**src/rtl/prog_feeder_if.sv**
```systemverilog
`default_nettype none
// +-----------------------------------------------------------------------+
// | prog_feeder_if : load-side and core-side signals of the program feeder |
// | Revision 1.0                                                           |
// +-----------------------------------------------------------------------+
interface prog_feeder_if #(
  parameter int DEPTH = 8
);
  localparam int c_CW = $clog2(DEPTH) + 1;

  logic [15:0]     WrData;
  logic            Load;
  logic            Start;
  logic            Done;
  logic [15:0]     DIN;
  logic            Run;
  logic            Busy;
  logic            Full;
  logic            Empty;
  logic [c_CW-1:0] Count;
  logic [15:0]     InstrCount;
  logic            Overflow;
  logic            Error;

  modport master (
    output WrData, Load, Start, Done,
    input  DIN, Run, Busy, Full, Empty, Count, InstrCount, Overflow, Error
  );

  modport slave (
    input  WrData, Load, Start, Done,
    output DIN, Run, Busy, Full, Empty, Count, InstrCount, Overflow, Error
  );
endinterface
`default_nettype wire

```
**src/rtl/prog_feeder.sv**
```systemverilog
`default_nettype none
// +-----------------------------------------------------------------------+
// | prog_feeder : buffers program words and issues them on DIN with Run/Done |
// | Revision 1.0                                                           |
// +-----------------------------------------------------------------------+
module prog_feeder #(
  parameter int         DEPTH      = 8,
  parameter logic [2:0] IMM_OPCODE = 3'b001,
  parameter int         TIMEOUT    = 255
) (
  input  logic         Clock,
  input  logic         Resetn,
  prog_feeder_if.slave bus
);
  localparam int              c_AW    = $clog2(DEPTH);
  localparam int              c_CW    = c_AW + 1;
  localparam int              c_TW    = $clog2(TIMEOUT + 1);
  localparam logic [c_CW-1:0] c_DEPTH = c_CW'(DEPTH);
  localparam logic [c_TW-1:0] c_TLAST = c_TW'(TIMEOUT - 1);

  typedef enum logic [2:0] {
    S_IDLE  = 3'd0,
    S_ISSUE = 3'd1,
    S_IMM   = 3'd2,
    S_WAIT  = 3'd3,
    S_NEXT  = 3'd4
  } state_t;

  state_t r_state, w_state_nxt;

  logic [15:0]     r_mem [DEPTH];
  logic [c_AW-1:0] r_wptr;
  logic [c_AW-1:0] r_rptr;
  logic [c_AW-1:0] w_rptr_p1;
  logic [c_CW-1:0] r_count;
  logic [15:0]     r_din;
  logic [15:0]     r_instr_cnt;
  logic [c_TW-1:0] r_tmo;
  logic            r_ovf;
  logic            r_err;

  logic [15:0] w_head;
  logic [15:0] w_second;
  logic        w_full;
  logic        w_empty;
  logic        w_head_ready;
  logic        w_push;
  logic        w_pop;
  logic        w_drop;
  logic        w_done_ok;
  logic        w_tmo_hit;

  assign w_rptr_p1 = r_rptr + c_AW'(1);
  assign w_head    = r_mem[r_rptr];
  assign w_second  = r_mem[w_rptr_p1];
  assign w_full    = (r_count == c_DEPTH);
  assign w_empty   = (r_count == '0);

  // An immediate-taking instruction waits until its trailing word is buffered
  assign w_head_ready = !w_empty &&
                        ((w_head[15:13] != IMM_OPCODE) || (r_count >= c_CW'(2)));

  assign w_push = bus.Load && (!w_full || w_pop);
  assign w_drop = bus.Load && w_full && !w_pop;

  always_comb begin
    w_state_nxt = r_state;
    w_pop       = 1'b0;
    w_done_ok   = 1'b0;
    w_tmo_hit   = 1'b0;
    case (r_state)
      S_IDLE: begin
        if (bus.Start && w_head_ready) w_state_nxt = S_ISSUE;
      end
      S_ISSUE: begin
        w_pop       = 1'b1;
        w_state_nxt = (w_head[15:13] == IMM_OPCODE) ? S_IMM : S_WAIT;
      end
      S_IMM: begin
        if (bus.Done) begin
          w_pop       = 1'b1;
          w_done_ok   = 1'b1;
          w_state_nxt = S_NEXT;
        end else if (r_tmo == c_TLAST) begin
          // the abandoned immediate must not be mistaken for an instruction
          w_pop       = 1'b1;
          w_tmo_hit   = 1'b1;
          w_state_nxt = S_IDLE;
        end
      end
      S_WAIT: begin
        if (bus.Done) begin
          w_done_ok   = 1'b1;
          w_state_nxt = S_NEXT;
        end else if (r_tmo == c_TLAST) begin
          w_tmo_hit   = 1'b1;
          w_state_nxt = S_IDLE;
        end
      end
      S_NEXT: begin
        w_state_nxt = (bus.Start && w_head_ready) ? S_ISSUE : S_IDLE;
      end
      default: w_state_nxt = S_IDLE;
    endcase
  end

  always_ff @(posedge Clock or negedge Resetn) begin
    if (!Resetn) r_state <= S_IDLE;
    else         r_state <= w_state_nxt;
  end

  always_ff @(posedge Clock) begin
    if (w_push) r_mem[r_wptr] <= bus.WrData;
  end

  always_ff @(posedge Clock or negedge Resetn) begin
    if (!Resetn) begin
      r_wptr  <= '0;
      r_rptr  <= '0;
      r_count <= '0;
    end else begin
      if (w_push) r_wptr <= r_wptr + c_AW'(1);
      if (w_pop)  r_rptr <= w_rptr_p1;
      case ({w_push, w_pop})
        2'b10:   r_count <= r_count + c_CW'(1);
        2'b01:   r_count <= r_count - c_CW'(1);
        default: r_count <= r_count;
      endcase
    end
  end

  always_ff @(posedge Clock or negedge Resetn) begin
    if (!Resetn) begin
      r_din       <= '0;
      r_instr_cnt <= '0;
      r_tmo       <= '0;
      r_ovf       <= 1'b0;
      r_err       <= 1'b0;
    end else begin
      // The immediate is the head once the opcode pops at the end of ISSUE
      if (w_state_nxt == S_ISSUE)                          r_din <= w_head;
      else if (r_state == S_ISSUE && w_state_nxt == S_IMM) r_din <= w_second;

      if (r_state == S_ISSUE)
        r_tmo <= '0;
      else if ((r_state == S_IMM || r_state == S_WAIT) && !bus.Done)
        r_tmo <= r_tmo + c_TW'(1);

      if (w_done_ok) r_instr_cnt <= r_instr_cnt + 16'd1;
      if (w_drop)    r_ovf       <= 1'b1;
      if (w_tmo_hit) r_err       <= 1'b1;
    end
  end

  assign bus.DIN        = r_din;
  assign bus.Run        = (r_state == S_ISSUE);
  assign bus.Busy       = (r_state != S_IDLE);
  assign bus.Full       = w_full;
  assign bus.Empty      = w_empty;
  assign bus.Count      = r_count;
  assign bus.InstrCount = r_instr_cnt;
  assign bus.Overflow   = r_ovf;
  assign bus.Error      = r_err;
endmodule
`default_nettype wire

```
**src/flat_wrapper.sv**
```systemverilog
// flat-port wrapper written by rule: the top's interface ports become plain ports
module prog_feeder_flat 
#(
  parameter int         DEPTH      = 8,
  parameter logic [2:0] IMM_OPCODE = 3'b001,
  parameter int         TIMEOUT    = 255
)
  (Clock, Resetn, bus_WrData, bus_Load, bus_Start, bus_Done, bus_DIN, bus_Run, bus_Busy, bus_Full, bus_Empty, bus_Count, bus_InstrCount, bus_Overflow, bus_Error);
  prog_feeder_if #(.DEPTH(DEPTH)) bus_i ();
  input  logic Clock;
  input  logic Resetn;
  input wire logic [$bits(bus_i.WrData)-1:0] bus_WrData;
  input wire logic [$bits(bus_i.Load)-1:0] bus_Load;
  input wire logic [$bits(bus_i.Start)-1:0] bus_Start;
  input wire logic [$bits(bus_i.Done)-1:0] bus_Done;
  output wire logic [$bits(bus_i.DIN)-1:0] bus_DIN;
  output wire logic [$bits(bus_i.Run)-1:0] bus_Run;
  output wire logic [$bits(bus_i.Busy)-1:0] bus_Busy;
  output wire logic [$bits(bus_i.Full)-1:0] bus_Full;
  output wire logic [$bits(bus_i.Empty)-1:0] bus_Empty;
  output wire logic [$bits(bus_i.Count)-1:0] bus_Count;
  output wire logic [$bits(bus_i.InstrCount)-1:0] bus_InstrCount;
  output wire logic [$bits(bus_i.Overflow)-1:0] bus_Overflow;
  output wire logic [$bits(bus_i.Error)-1:0] bus_Error;
  assign bus_i.WrData = bus_WrData;
  assign bus_i.Load = bus_Load;
  assign bus_i.Start = bus_Start;
  assign bus_i.Done = bus_Done;
  assign bus_DIN = bus_i.DIN;
  assign bus_Run = bus_i.Run;
  assign bus_Busy = bus_i.Busy;
  assign bus_Full = bus_i.Full;
  assign bus_Empty = bus_i.Empty;
  assign bus_Count = bus_i.Count;
  assign bus_InstrCount = bus_i.InstrCount;
  assign bus_Overflow = bus_i.Overflow;
  assign bus_Error = bus_i.Error;
  prog_feeder #(.DEPTH(DEPTH), .IMM_OPCODE(IMM_OPCODE), .TIMEOUT(TIMEOUT)) u_core (.Clock(Clock), .Resetn(Resetn), .bus(bus_i));
endmodule
```
**config.mk**
```make
export PLATFORM = sky130hd
export DESIGN_NAME = prog_feeder_flat
export DESIGN_NICKNAME = d
export VERILOG_FILES = /design/src/rtl/prog_feeder_if.sv /design/src/rtl/prog_feeder.sv /design/src/flat_wrapper.sv
export SDC_FILE = /design/constraint.sdc
export NUM_CORES = 1
export LEC_CHECK = 0
export CAP_MARGIN = 20
export CELL_PAD_IN_SITES_DETAIL_PLACEMENT = 0
export CELL_PAD_IN_SITES_GLOBAL_PLACEMENT = 1
export CORE_ASPECT_RATIO = 1.4
export CORE_MARGIN = 2
export CORE_UTILIZATION = 35
export DETAILED_ROUTE_END_ITERATION = 10
export HOLD_SLACK_MARGIN = 0.15
export PLACE_DENSITY = 0.61
export SKIP_LAST_GASP = 1
export SYNTH_ARGS = -nofsm -noshare
export SYNTH_HDL_FRONTEND = slang
export SYNTH_SLANG_ARGS = --single-unit
```
**constraint.sdc**
```tcl
create_clock -name Clock -period 5.42 [get_ports Clock]
set_input_delay 0.813 -clock Clock [delete_from_list [all_inputs] [get_ports Clock]]
set_output_delay 0.813 -clock Clock [all_outputs]
set_load 0.1 [all_outputs]
```
==> qor.txt, run 1 <==
Outcome: finished, final reports clean
Remaining DRCs: 0
Register area share after synthesis: 0.6005
RSZ-0062 raised after global routing: false
R2R Path End: u_core.bus.DIN[4]$_DFFE_PN0P_
Critical-path top delay cell: clkdlybuf4s50_1
Worst-path fanout max: 10
Core Util, Final: 0.4188
CP endpoint kind: primary output
Slew margin rel.: 0.3208
Die outline area: 26130 sq um
Mapped Area: 8692 sq um
Share of cells above drive strength 1: 0.2468
Gr usage total: 0.1654
Largest net degree at the start of global routing: 56
Antenna violations before repair: 0
Cell count after synthesis: 545
Ant. Diodes: 0
Chip width: 137.2 microns
Worst min path class: reg2reg
Setup bufs post-CTS: 0
Worst Min Path Start: u_core.bus.InstrCount[15]$_DFFE_PN0P_
Worst slew pin tran: 1.016 ns
Global route total overflow: 0
Clk_lat worst skew: 0.43 ns
Syn_nets: 574
Mean Syn Cell Area: 15.95 sq um
Lkg Pwr: 3.573 nW
WHS Path Cells: 1
DR pass1 iterations: 6
P&R area growth vs syn: 18.06%
Final Net Count: 637
Critical path class: reg2out
Layout Skew: 0.008692 ns
Internal power: 3.860 mW
Final hold violation count: 0
Slew Viols, Final: 0
Post-Place Cells: 904
Vias: 5167
Most frequent cells in the layout: edfxtp_1 (128), mux4_2 (63), clkdlybuf4s50_1 (61)
Count of cell types in the netlist: 44
First-pass GRT wire length: 31420 microns
Clock Tree Buf Depth: 2
Die height: 190.5 microns
Reg-to-reg slack, setup: 1.92 ns
# rows: 68
Start of the worst register-to-register path: u_core.r_rptr[0]$_DFFE_PN0N_
Routability cong.: 0.7504
Slowest stage delay, CP: 1.26 ns
Sequential power share: 0.312
Final Critical Period: 3.757 ns
P_sw: 2.780 mW
Setup TNS: 0 ns
Clk slew on worst S/H paths: 0.07 ns
Most common cell after layout, fill and taps aside: edfxtp_1
Vias per cell: 5.526
Seq cells post-synth: 183
CTS Hold Bufs: 0
Ys Warns: 0
Clk pwr share: 0.182
Filler cells: 2189
Root Buffer: clkbuf_16
WL final: 20530 microns
I/O Pins: 63
Initial Util: 0.3547
Avg WL per Cell: 21.95 microns
CTS tree: done
Comb power frac: 0.507
Reg2reg path depth: 5
Req. time, crit path: 4.61 ns
Max-Cap Viols: 0
Sw frac: 0.4187
H-tree Lvls: 4
Non-Filler Instances: 935
Max Fclk: 0.2662 GHz
Setup violations, final: 0
Post-detail-place hpwl: 13020 microns
Pwr dens: 647.0 nW/um^2
Sequential cell area: 5224 sq um
Asr flop ratio synth: 0.3005
IO Port Bufs: 62
Multi-input logic area: 3294 sq um
Total power: 6.640 mW
CTS resizes: 0
Number of DRC violations after detailed-routing iteration 0: 243
Dominant synthesized flop cell: edfxtp_1
Hold Path End: u_core.bus.InstrCount[15]$_DFFE_PN0P_
Final Hold Slack: 0.4652 ns
Detail Route Antenna Nets: 0
Post-synth EDFFs: 128
CTS buffer count: 17
Sink Count: 183
VDD IR-drop max: 341.8 uV
Worst endpoint data arrival time: 2.94 ns
Core area: 24500 sq um
CP startpoint kind: flip-flop
Sequence of cells on the critical path: nand2b_1, nor2_1, clkdlybuf4s50_1
Part of the cycle the worst path needs: 0.6932
Vias in the first global route: 5593
==> routing by layer <==
metal,global-route usage,share of wire,vias up,wire (microns)
li1,-,-,2284,-
met1,0.1718,0.37,2705,7647
met2,0.3144,0.56,132,11580
met3,0.03110,0.030,46,624
met4,0.07534,0.033,0,673
met5,0,0,-,0
==> critical path, delay by kind of cell (launching register included) <==
| family | cells | cell delay [ns] |
|---|---|---|
| and+or+nand+nor | 2 | 0.80 |
| DFF | 1 | 0.45 |
| buffers and inverters | 1 | 1.26 |
==> kinds of logic after synthesis <==
logic type      Yosys count  share of synthesized area
buf+inv                  43                    0.02245
mux                     107                     0.2211
xor+xnor                 29                    0.02922
fa+ha+maj                 8                    0.01238
flops                   183                     0.6005
simple gates            106                    0.06190
compound gates           69                    0.05240
==> state kept, by name, indices dropped and copies added (netlist names) <==
register	cells
u_core.bus.DIN	16
u_core.r_state	3
u_core.r_mem	128
u_core.bus.Error	1
u_core.bus.InstrCount	16
u_core.bus.Overflow	1
u_core.bus.Count	4
u_core.r_wptr	3
u_core.r_tmo	8
u_core.r_rptr	3
==> power groups by stage <==
stage / Sequential, mW / Combinational [mW] / Clock (mW)
detailed placement: 2.10 / 3.40 / 0
finish: 2.07 / 3.36 / 1.21
global route: 2.11 / 3.57 / 1.28
CTS: 2.07 / 3.41 / 1.23
floorplan: 2.64 / 2.01 / 0
global placement: 2.09 / 3.35 / 0
==> synthesized netlist by cell type, types with 2 or more instances <==
master	count	area (sq um)
and4_1	3	26.28
mux2_2	36	405.4
buf_2	3	15.01
mux2i_1	6	60.06
nor2b_1	4	25.02
mux4_2	63	1419
or3_1	4	25.02
nor3_1	15	75.07
ha_1	7	87.58
nand3_1	11	55.05
clkbuf_1	17	63.81
buf_6	4	45.04
o31ai_1	11	82.58
a21oi_1	15	75.07
o211ai_1	19	142.6
dfrtp_1	55	1376
inv_1	10	37.54
xor2_1	10	87.58
nand4_1	6	37.54
edfxtp_1	128	3844
a21o_1	2	15.01
nand2_1	22	82.58
buf_1	9	33.78
nand2b_1	8	50.05
xnor2_1	19	166.4
and3_1	6	37.54
nor2_1	22	82.58
o21ai_0	14	70.07
==> worst max-delay path by stage <==
stage	from	end	slack (ns)	depth (start not counted)
finish	u_core.r_state[1]$_DFF_PN0_	bus_Run	1.66	3
global route	u_core.r_state[1]$_DFF_PN0_	bus_Run	1.46	3
CTS	u_core.r_state[1]$_DFF_PN0_	bus_Run	1.63	3
detailed placement	u_core.r_rptr[0]$_DFFE_PN0N_	u_core.bus.DIN[3]$_DFFE_PN0P_	1.91	5
global placement	u_core.r_rptr[0]$_DFFE_PN0N_	u_core.bus.DIN[8]$_DFFE_PN0P_	1.92	5
floorplan	u_core.bus.Count[0]$_DFFE_PN0P_	u_core.r_mem[0][0]$_DFFE_PP_	1.73	5
==> stage by stage <==
stage	setup WS, ns	cell area, sq um
floorplan	1.733	8692
global route	1.457	10260
CTS	1.630	10260
finish	1.663	10260
global placement	1.921	9671
detailed placement	1.909	9686
==> final cells by class <==
class | instances | share of cell area
sequential | 183 | 0.5090
multi-input combinational | 319 | 0.3210
timing repair buffer | 77 | 0.07169
clock buffer | 25 | 0.04987
tap | 315 | 0.03841
clock inverter | 6 | 0.006340
inverter | 10 | 0.003658
Note: power is estimated with default switching activity, not from simulation.
==> inputs of run 2 (changes only) <==
==> constraint.sdc (replaced) <==
create_clock -name Clock -period 3.7 [get_ports Clock]
set_input_delay 0.555 -clock Clock [delete_from_list [all_inputs] [get_ports Clock]]
set_output_delay 0.555 -clock Clock [all_outputs]
set_load 0.1 [all_outputs]
==> run 2 against run 1 <==
  * Utilization is 0.20 points higher
  * Critical endpoint is now u_core.bus.DIN[14]$_DFFE_PN0P_
  * Design area is 0.49% higher
  * Sequential power is 45% higher
  * Count of clock-buffer cells in the layout is 6 lower
  * Combinational power is 51% higher
  * Die area stayed put
  * Sequential share of layout area is 0.25 points lower
  * Clock power is 47% higher
  * Non-clock buffer count is 7 higher
  * First-iteration DRC count is 26% higher
==> qor.txt, run 2 (same netlist as run 1, synthesis figures left out) <==
Final hold violation count: 0 (unchanged)
Setup violations, final: 0 (unchanged)
Chip width: 137.2 microns (unchanged)
Most frequent cells in the layout: edfxtp_1 (128), mux4_2 (63), clkdlybuf4s50_1 (58)
Die outline area: 26130 sq um (unchanged)
Die height: 190.5 microns (unchanged)
I/O Pins: 63 (unchanged)
Outcome: finished, final reports clean
Final Hold Slack: 0.2596 ns (-0.2056 ns)
Initial Util: 0.3547 (unchanged)
Post-Place Cells: 911 (+0.77%)
Gr usage total: 0.1656 (+0.0002541)
Worst min path class: in2async
P&R area growth vs syn: 18.64%
Slowest stage delay, CP: 0.82 ns (-0.44 ns)
H-tree Lvls: 4 (unchanged)
Clk slew on worst S/H paths: 0.07 ns (about the same)
Pwr dens: 955.0 nW/um^2 (+48%)
Most common cell after layout, fill and taps aside: edfxtp_1
CP startpoint kind: flip-flop
Max Fclk: 0.3222 GHz
First-pass GRT wire length: 31420 microns (about the same)
Antenna violations before repair: 0 (unchanged)
CTS buffer count: 17 (unchanged)
RSZ-0062 raised after global routing: false
CP Buf/Inv Count: 1 (unchanged)
Slew margin rel.: 0.3331 (+0.01235)
Final WS setup: 0.5968 ns (-1.066 ns)
Req. time, crit path: 4.03 ns (-0.58 ns)
Internal power: 5.699 mW (+48%)
Largest reg by FF count: u_core.r_mem
Largest net degree at the start of global routing: 39 (-30%)
CTS resizes: 0 (unchanged)
Setup TNS: 0 ns (unchanged)
Critical-path top delay cell: dfrtp_1
Sequence of cells on the critical path: buf_4, mux2_2, nand2b_1, mux4_2, o21a_1, o31ai_1
P_sw: 4.149 mW (+49%)
Remaining DRCs: 0 (unchanged)
Critical path class: reg2reg
Lkg Pwr: 3.604 nW (+0.88%)
Avg WL per Cell: 21.72 microns (-1.1%)
CP endpoint kind: flip-flop
DR pass1 iterations: 5 (-1)
Core Util, Final: 0.4209 (+0.002043)
Setup bufs post-CTS: 0 (unchanged)
Detail Route Antenna Nets: 0 (unchanged)
Worst endpoint data arrival time: 3.43 ns (+0.49 ns)
Share of cells above drive strength 1: 0.2564 (+0.009595)
Post-detail-place hpwl: 13300 microns (+2.1%)
Clock Tree Buf Depth: 2 (unchanged)
Clk pwr share: 0.181 (about the same)
Sequential power share: 0.305 (-0.007)
Filler cells: 2235 (+2.1%)
Max FFs per register: 128 (unchanged)
# rows: 68 (unchanged)
Global route total overflow: 0 (unchanged)
Part of the cycle the worst path needs: 0.8387
Root Buffer: clkbuf_16
VDD IR-drop max: 658.9 uV (+93%)
WL final: 20480 microns (-0.23%)
Final Net Count: 644 (+1.1%)
Pre-CTS WS: 0.5825 ns (-1.326 ns)
Vias in the first global route: 5507 (-1.5%)
Number of DRC violations after detailed-routing iteration 0: 306 (+26%)
IO Port Bufs: 62 (unchanged)
Vias: 5177 (+0.19%)
Non-Filler Instances: 943 (+0.86%)
Crit path max-delay family: compound AO/OA/AOI/OAI gates
Clk_lat worst skew: 0.44 ns (about the same)
Worst-path fanout max: 18 (+8)
Comb power frac: 0.514 (+0.007)
Slew Viols, Final: 0 (unchanged)
Routability cong.: 0.7652 (+2.0%)
Sw frac: 0.4213 (+0.002643)
CTS Hold Bufs: 0 (unchanged)
Max-Cap Viols: 0 (unchanged)
Layout Skew: 0.01391 ns (+0.005215 ns)
Ant. Diodes: 0 (unchanged)
Worst slew pin tran: 0.9972 ns (-0.01847 ns)
Vias per cell: 5.490 (-0.66%)
CTS tree: done
Final Critical Period: 3.103 ns
Sink Count: 183 (unchanged)
Core area: 24500 sq um (unchanged)
-- run 2: changes by cell type in the layout (fill, tap and decap cells not counted), moves of 2 or more --
cell | before | now
buf_4 | 14 | 24
clkbuf_4 | 4 | 0
inv_6 | 0 | 4
clkdlybuf4s50_1 | 61 | 58
clkbuf_8 | 2 | 0
clkinv_1 | 0 | 2
inv_4 | 2 | 0
-- run 2: per-layer routing --
metal / routed length (microns) / global-route usage / vias up
met4: 602 / 0.08128 / 0
li1: - / - / 2302
met5: 0 / 0 / -
met2: 11420 / 0.3033 / 136
met3: 678 / 0.02871 / 36
met1: 7771 / 0.1818 / 2703
-- run 2: power groups by stage --
stage,Combinational [mW],Clock [mW],Sequential (mW)
floorplan,2.94,0,3.87
global route,5.38,1.91,3.06
global placement,5.07,0,3.04
finish,5.06,1.78,3.01
CTS,5.13,1.83,3.02
detailed placement,5.12,0,3.05
-- run 2: area by class of cell --
| cell class | count | area [sq um] | area share |
|---|---|---|---|
| Inverter | 10 | 37.54 | 0.003640 |
| Multi-Input combinational cell | 319 | 3294 | 0.3195 |
| Sequential cell | 183 | 5224 | 0.5066 |
| Timing Repair Buffer | 84 | 785.8 | 0.07620 |
| Clock buffer | 19 | 432.9 | 0.04198 |
| Tap cell | 315 | 394.1 | 0.03822 |
| Clock inverter | 13 | 143.9 | 0.01395 |
-- run 2: path summary, 6_finish.rpt --
path,to,startpoint,depth (start not counted),slack [ns]
min in group Clock,u_core.bus.InstrCount[15]$_DFFE_PN0P_,u_core.bus.InstrCount[15]$_DFFE_PN0P_,1,0.47
worst max-delay path,u_core.bus.DIN[14]$_DFFE_PN0P_,u_core.r_rptr[1]$_DFFE_PN0N_,6,0.60
max in group asynchronous,u_core.bus.InstrCount[4]$_DFFE_PN0P_,Resetn,2,2.65
worst max register to register,u_core.bus.DIN[14]$_DFFE_PN0P_,u_core.r_rptr[1]$_DFFE_PN0N_,6,0.60
worst min register to register,u_core.bus.InstrCount[15]$_DFFE_PN0P_,u_core.bus.InstrCount[15]$_DFFE_PN0P_,1,0.47
worst min-delay path,u_core.bus.Count[1]$_DFFE_PN0P_,Resetn,1,0.26
-- run 2: per-stage QoR --
stage	area, sq um	power, mW
6_report	10310	9.848
5_1_grt	10310	10.35
2_1_floorplan	8692	6.810
3_3_place_gp	9736	8.115
3_5_place_dp	9736	8.172
4_1_cts	10310	9.982
==> inputs of run 3 (changes only) <==
--- a/config.mk
+++ b/config.mk
@@ -13,7 +13,7 @@
 export CORE_UTILIZATION = 35
 export DETAILED_ROUTE_END_ITERATION = 10
 export HOLD_SLACK_MARGIN = 0.15
-export PLACE_DENSITY = 0.61
+export PLACE_DENSITY = 0.64
 export SKIP_LAST_GASP = 1
 export SYNTH_ARGS = -nofsm -noshare
 export SYNTH_HDL_FRONTEND = slang
==> constraint.sdc (replaced) <==
create_clock -name Clock -period 2.6 [get_ports Clock]
set_input_delay 0.39 -clock Clock [delete_from_list [all_inputs] [get_ports Clock]]
set_output_delay 0.39 -clock Clock [all_outputs]
set_load 0.1 [all_outputs]
==> run 3 against run 2 <==
  * Design area increased by 2.2%
  * Die area unchanged
  * Global-route usage increased by 0.86 points
  * Fmax increased by 23%
  * Register-to-register slack got worse by 0.53 ns
  * Cell count increased by 2.1%
  * Largest power group unchanged
  * Via count increased by 2.2%
  * Flip-flop and latch count unchanged
  * Non-clock buffer count increased by 20
  * Wire length increased by 3.7%
  * Critical path depth increased by 3
==> qor.txt, run 3 (same netlist as run 1, synthesis figures left out) <==
H-tree Lvls: 4 (unchanged)
Root Buffer: clkbuf_16
Critical path class: reg2reg
Core area: 24500 sq um (unchanged)
Worst-path fanout max: 16 (-2)
Max-Cap Viols: 0 (unchanged)
Lkg Pwr: 3.760 nW (+4.3%)
CTS buffer count: 17 (unchanged)
Part of the cycle the worst path needs: 0.9737 (+0.1350)
CP endpoint kind: flip-flop
Vias per cell: 5.495 (about the same)
Die height: 190.5 microns (unchanged)
Number of DRC violations after detailed-routing iteration 0: 338 (+10%)
Clock Tree Buf Depth: 2 (unchanged)
Filler cells: 2200 (-1.6%)
DR pass1 iterations: 6 (+1)
Detail Route Antenna Nets: 0 (unchanged)
Worst min path class: in2async
IO Port Bufs: 62 (unchanged)
Clk slew on worst S/H paths: 0.08 ns (about the same)
Final Net Count: 664 (+3.1%)
Slew Viols, Final: 0 (unchanged)
DP Area: 9965 sq um (+2.4%)
Sink Count: 183 (unchanged)
Share of cells above drive strength 1: 0.3611 (+0.1047)
Ant. Diodes: 0 (unchanged)
Routability cong.: 0.7512 (-1.8%)
Global route total overflow: 0 (unchanged)
Initial Util: 0.3547 (unchanged)
Post-route cell area: 10540 sq um (+2.2%)
Worst slew pin tran: 0.5360 ns (-0.4613 ns)
Chip width: 137.2 microns (unchanged)
Most frequent cells in the layout: edfxtp_1 (128), buf_4 (69), mux4_2 (63)
Clk_lat worst skew: 0.44 ns (about the same)
Outcome: finished, final reports clean
Layout Skew: 0.01161 ns (-0.002300 ns)
Final Hold Slack: 0.4206 ns (+0.1610 ns)
WL final: 21230 microns (+3.7%)
Final Critical Period: 2.532 ns (-0.5715 ns)
Req. time, crit path: 2.74 ns (-1.29 ns)
Antenna violations before repair: 0 (unchanged)
Vias: 5292 (+2.2%)
Largest net degree at the start of global routing: 32 (-18%)
Post-detail-place hpwl: 14040 microns (+5.6%)
RSZ-0062 raised after global routing: true
Slew margin rel.: 0.6423 (+0.3092)
CTS tree: done
Max FFs per register: 128 (unchanged)
Avg WL per Cell: 22.04 microns (+1.5%)
VDD IR-drop max: 946.4 uV (+44%)
Remaining DRCs: 0 (unchanged)
Worst endpoint data arrival time: 2.67 ns (-0.76 ns)
Die outline area: 26130 sq um (unchanged)
# rows: 68 (unchanged)
I/O Pins: 63 (unchanged)
First-pass GRT wire length: 33300 microns (+6.0%)
Largest reg by FF count: u_core.r_mem
Setup violations, final: 0 (unchanged)
Final hold violation count: 0 (unchanged)
Gr usage total: 0.1742 (+0.008555)
Pwr dens: 1359 nW/um^2 (+42%)
Max Fclk: 0.3950 GHz (+23%)
Most common cell after layout, fill and taps aside: edfxtp_1
P&R area growth vs syn: 21.23%
Vias in the first global route: 5770 (+4.8%)
Start of the worst register-to-register path: u_core.r_tmo[0]$_DFFE_PN0P_
Setup crit start: u_core.r_tmo[0]$_DFFE_PN0P_
CP startpoint kind: flip-flop
-- run 3: changes by cell type in the layout (fill, tap and decap cells not counted), moves of 5 or more --
cell,previous run,this run
dfrtp_1,54,49
clkdlybuf4s50_1,58,19
buf_12,1,13
buf_4,24,69
-- run 3: power breakdown --
part | internal [mW] | total [mW] | switching, mW
logic | 3.20 | 7.67 | 4.47
clock network | 1.25 | 2.41 | 1.16
registers | 3.77 | 4.24 | 0.469
-- run 3: critical path, cell delays in order, from the launching register on --
cell and delay, ns:
dfrtp_1 0.38, inv_1 0.06, ha_1 0.14, nand3_1 0.11
o211a_1 0.29, buf_4 0.15, or2_2 0.31, a211o_4 0.37
nor3_4 0.21, buf_12 0.20
-- run 3: layout make-up --
type	count	area (sq um)	area share
multi-input cells	319	3327	0.3157
repair buffers	104	994.7	0.09440
well taps	315	394.1	0.03740
inverters	10	41.29	0.003918
clock buffers	19	432.9	0.04108
clock inverters	13	110.1	0.01045
flip-flops and latches	183	5238	0.4970
-- run 3: routing by layer --
| metal | vias to the layer above | wire length [microns] | GRT usage |
|---|---|---|---|
| met3 | 52 | 1001 | 0.02977 |
| met2 | 168 | 11770 | 0.3165 |
| li1 | 2343 | - | - |
| met4 | 0 | 725 | 0.08208 |
| met5 | - | 0 | 0 |
| met1 | 2729 | 7733 | 0.1952 |
-- run 3: repair_timing --
action,in CTS,in global routing
hold buffers,1,0
resized for setup,1,1
endpoints found under the hold margin,14,0
pin swaps,0,1
setup buffers,0,2
gates cloned,0,0
endpoints found under the setup margin,2,8
-- run 3: final timing paths --
kind / end / slack (ns) / cells past startpoint
max: u_core.r_mem[0][4]$_DFFE_PP_ / 0.07 / 9
min: u_core.r_rptr[2]$_DFFE_PN0N_ / 0.42 / 2
max reg2reg: u_core.r_mem[0][4]$_DFFE_PP_ / 0.07 / 9
min reg2reg: u_core.bus.Overflow$_DFFE_PN0P_ / 0.47 / 1
max in group asynchronous: u_core.bus.DIN[12]$_DFFE_PN0P_ / 1.40 / 3
min in group Clock: u_core.bus.Overflow$_DFFE_PN0P_ / 0.47 / 1
-- run 3: per-stage QoR --
step | std cells | setup TNS [ns] | utilization | total power [mW] | setup WS (ns)
finish | 963 | 0 | 0.4300 | 14.32 | 0.06825
global route | 963 | -0.03216 | 0.4300 | 15.05 | -0.03216
CTS | 961 | 0 | 0.4293 | 14.44 | 0.02762
detailed placement | 928 | -0.01541 | 0.4067 | 11.99 | -0.01541
global placement | 928 | -0.001720 | 0.4067 | 11.84 | -0.001720
floorplan | 545 | -4.508 | - | 9.772 | -0.09460
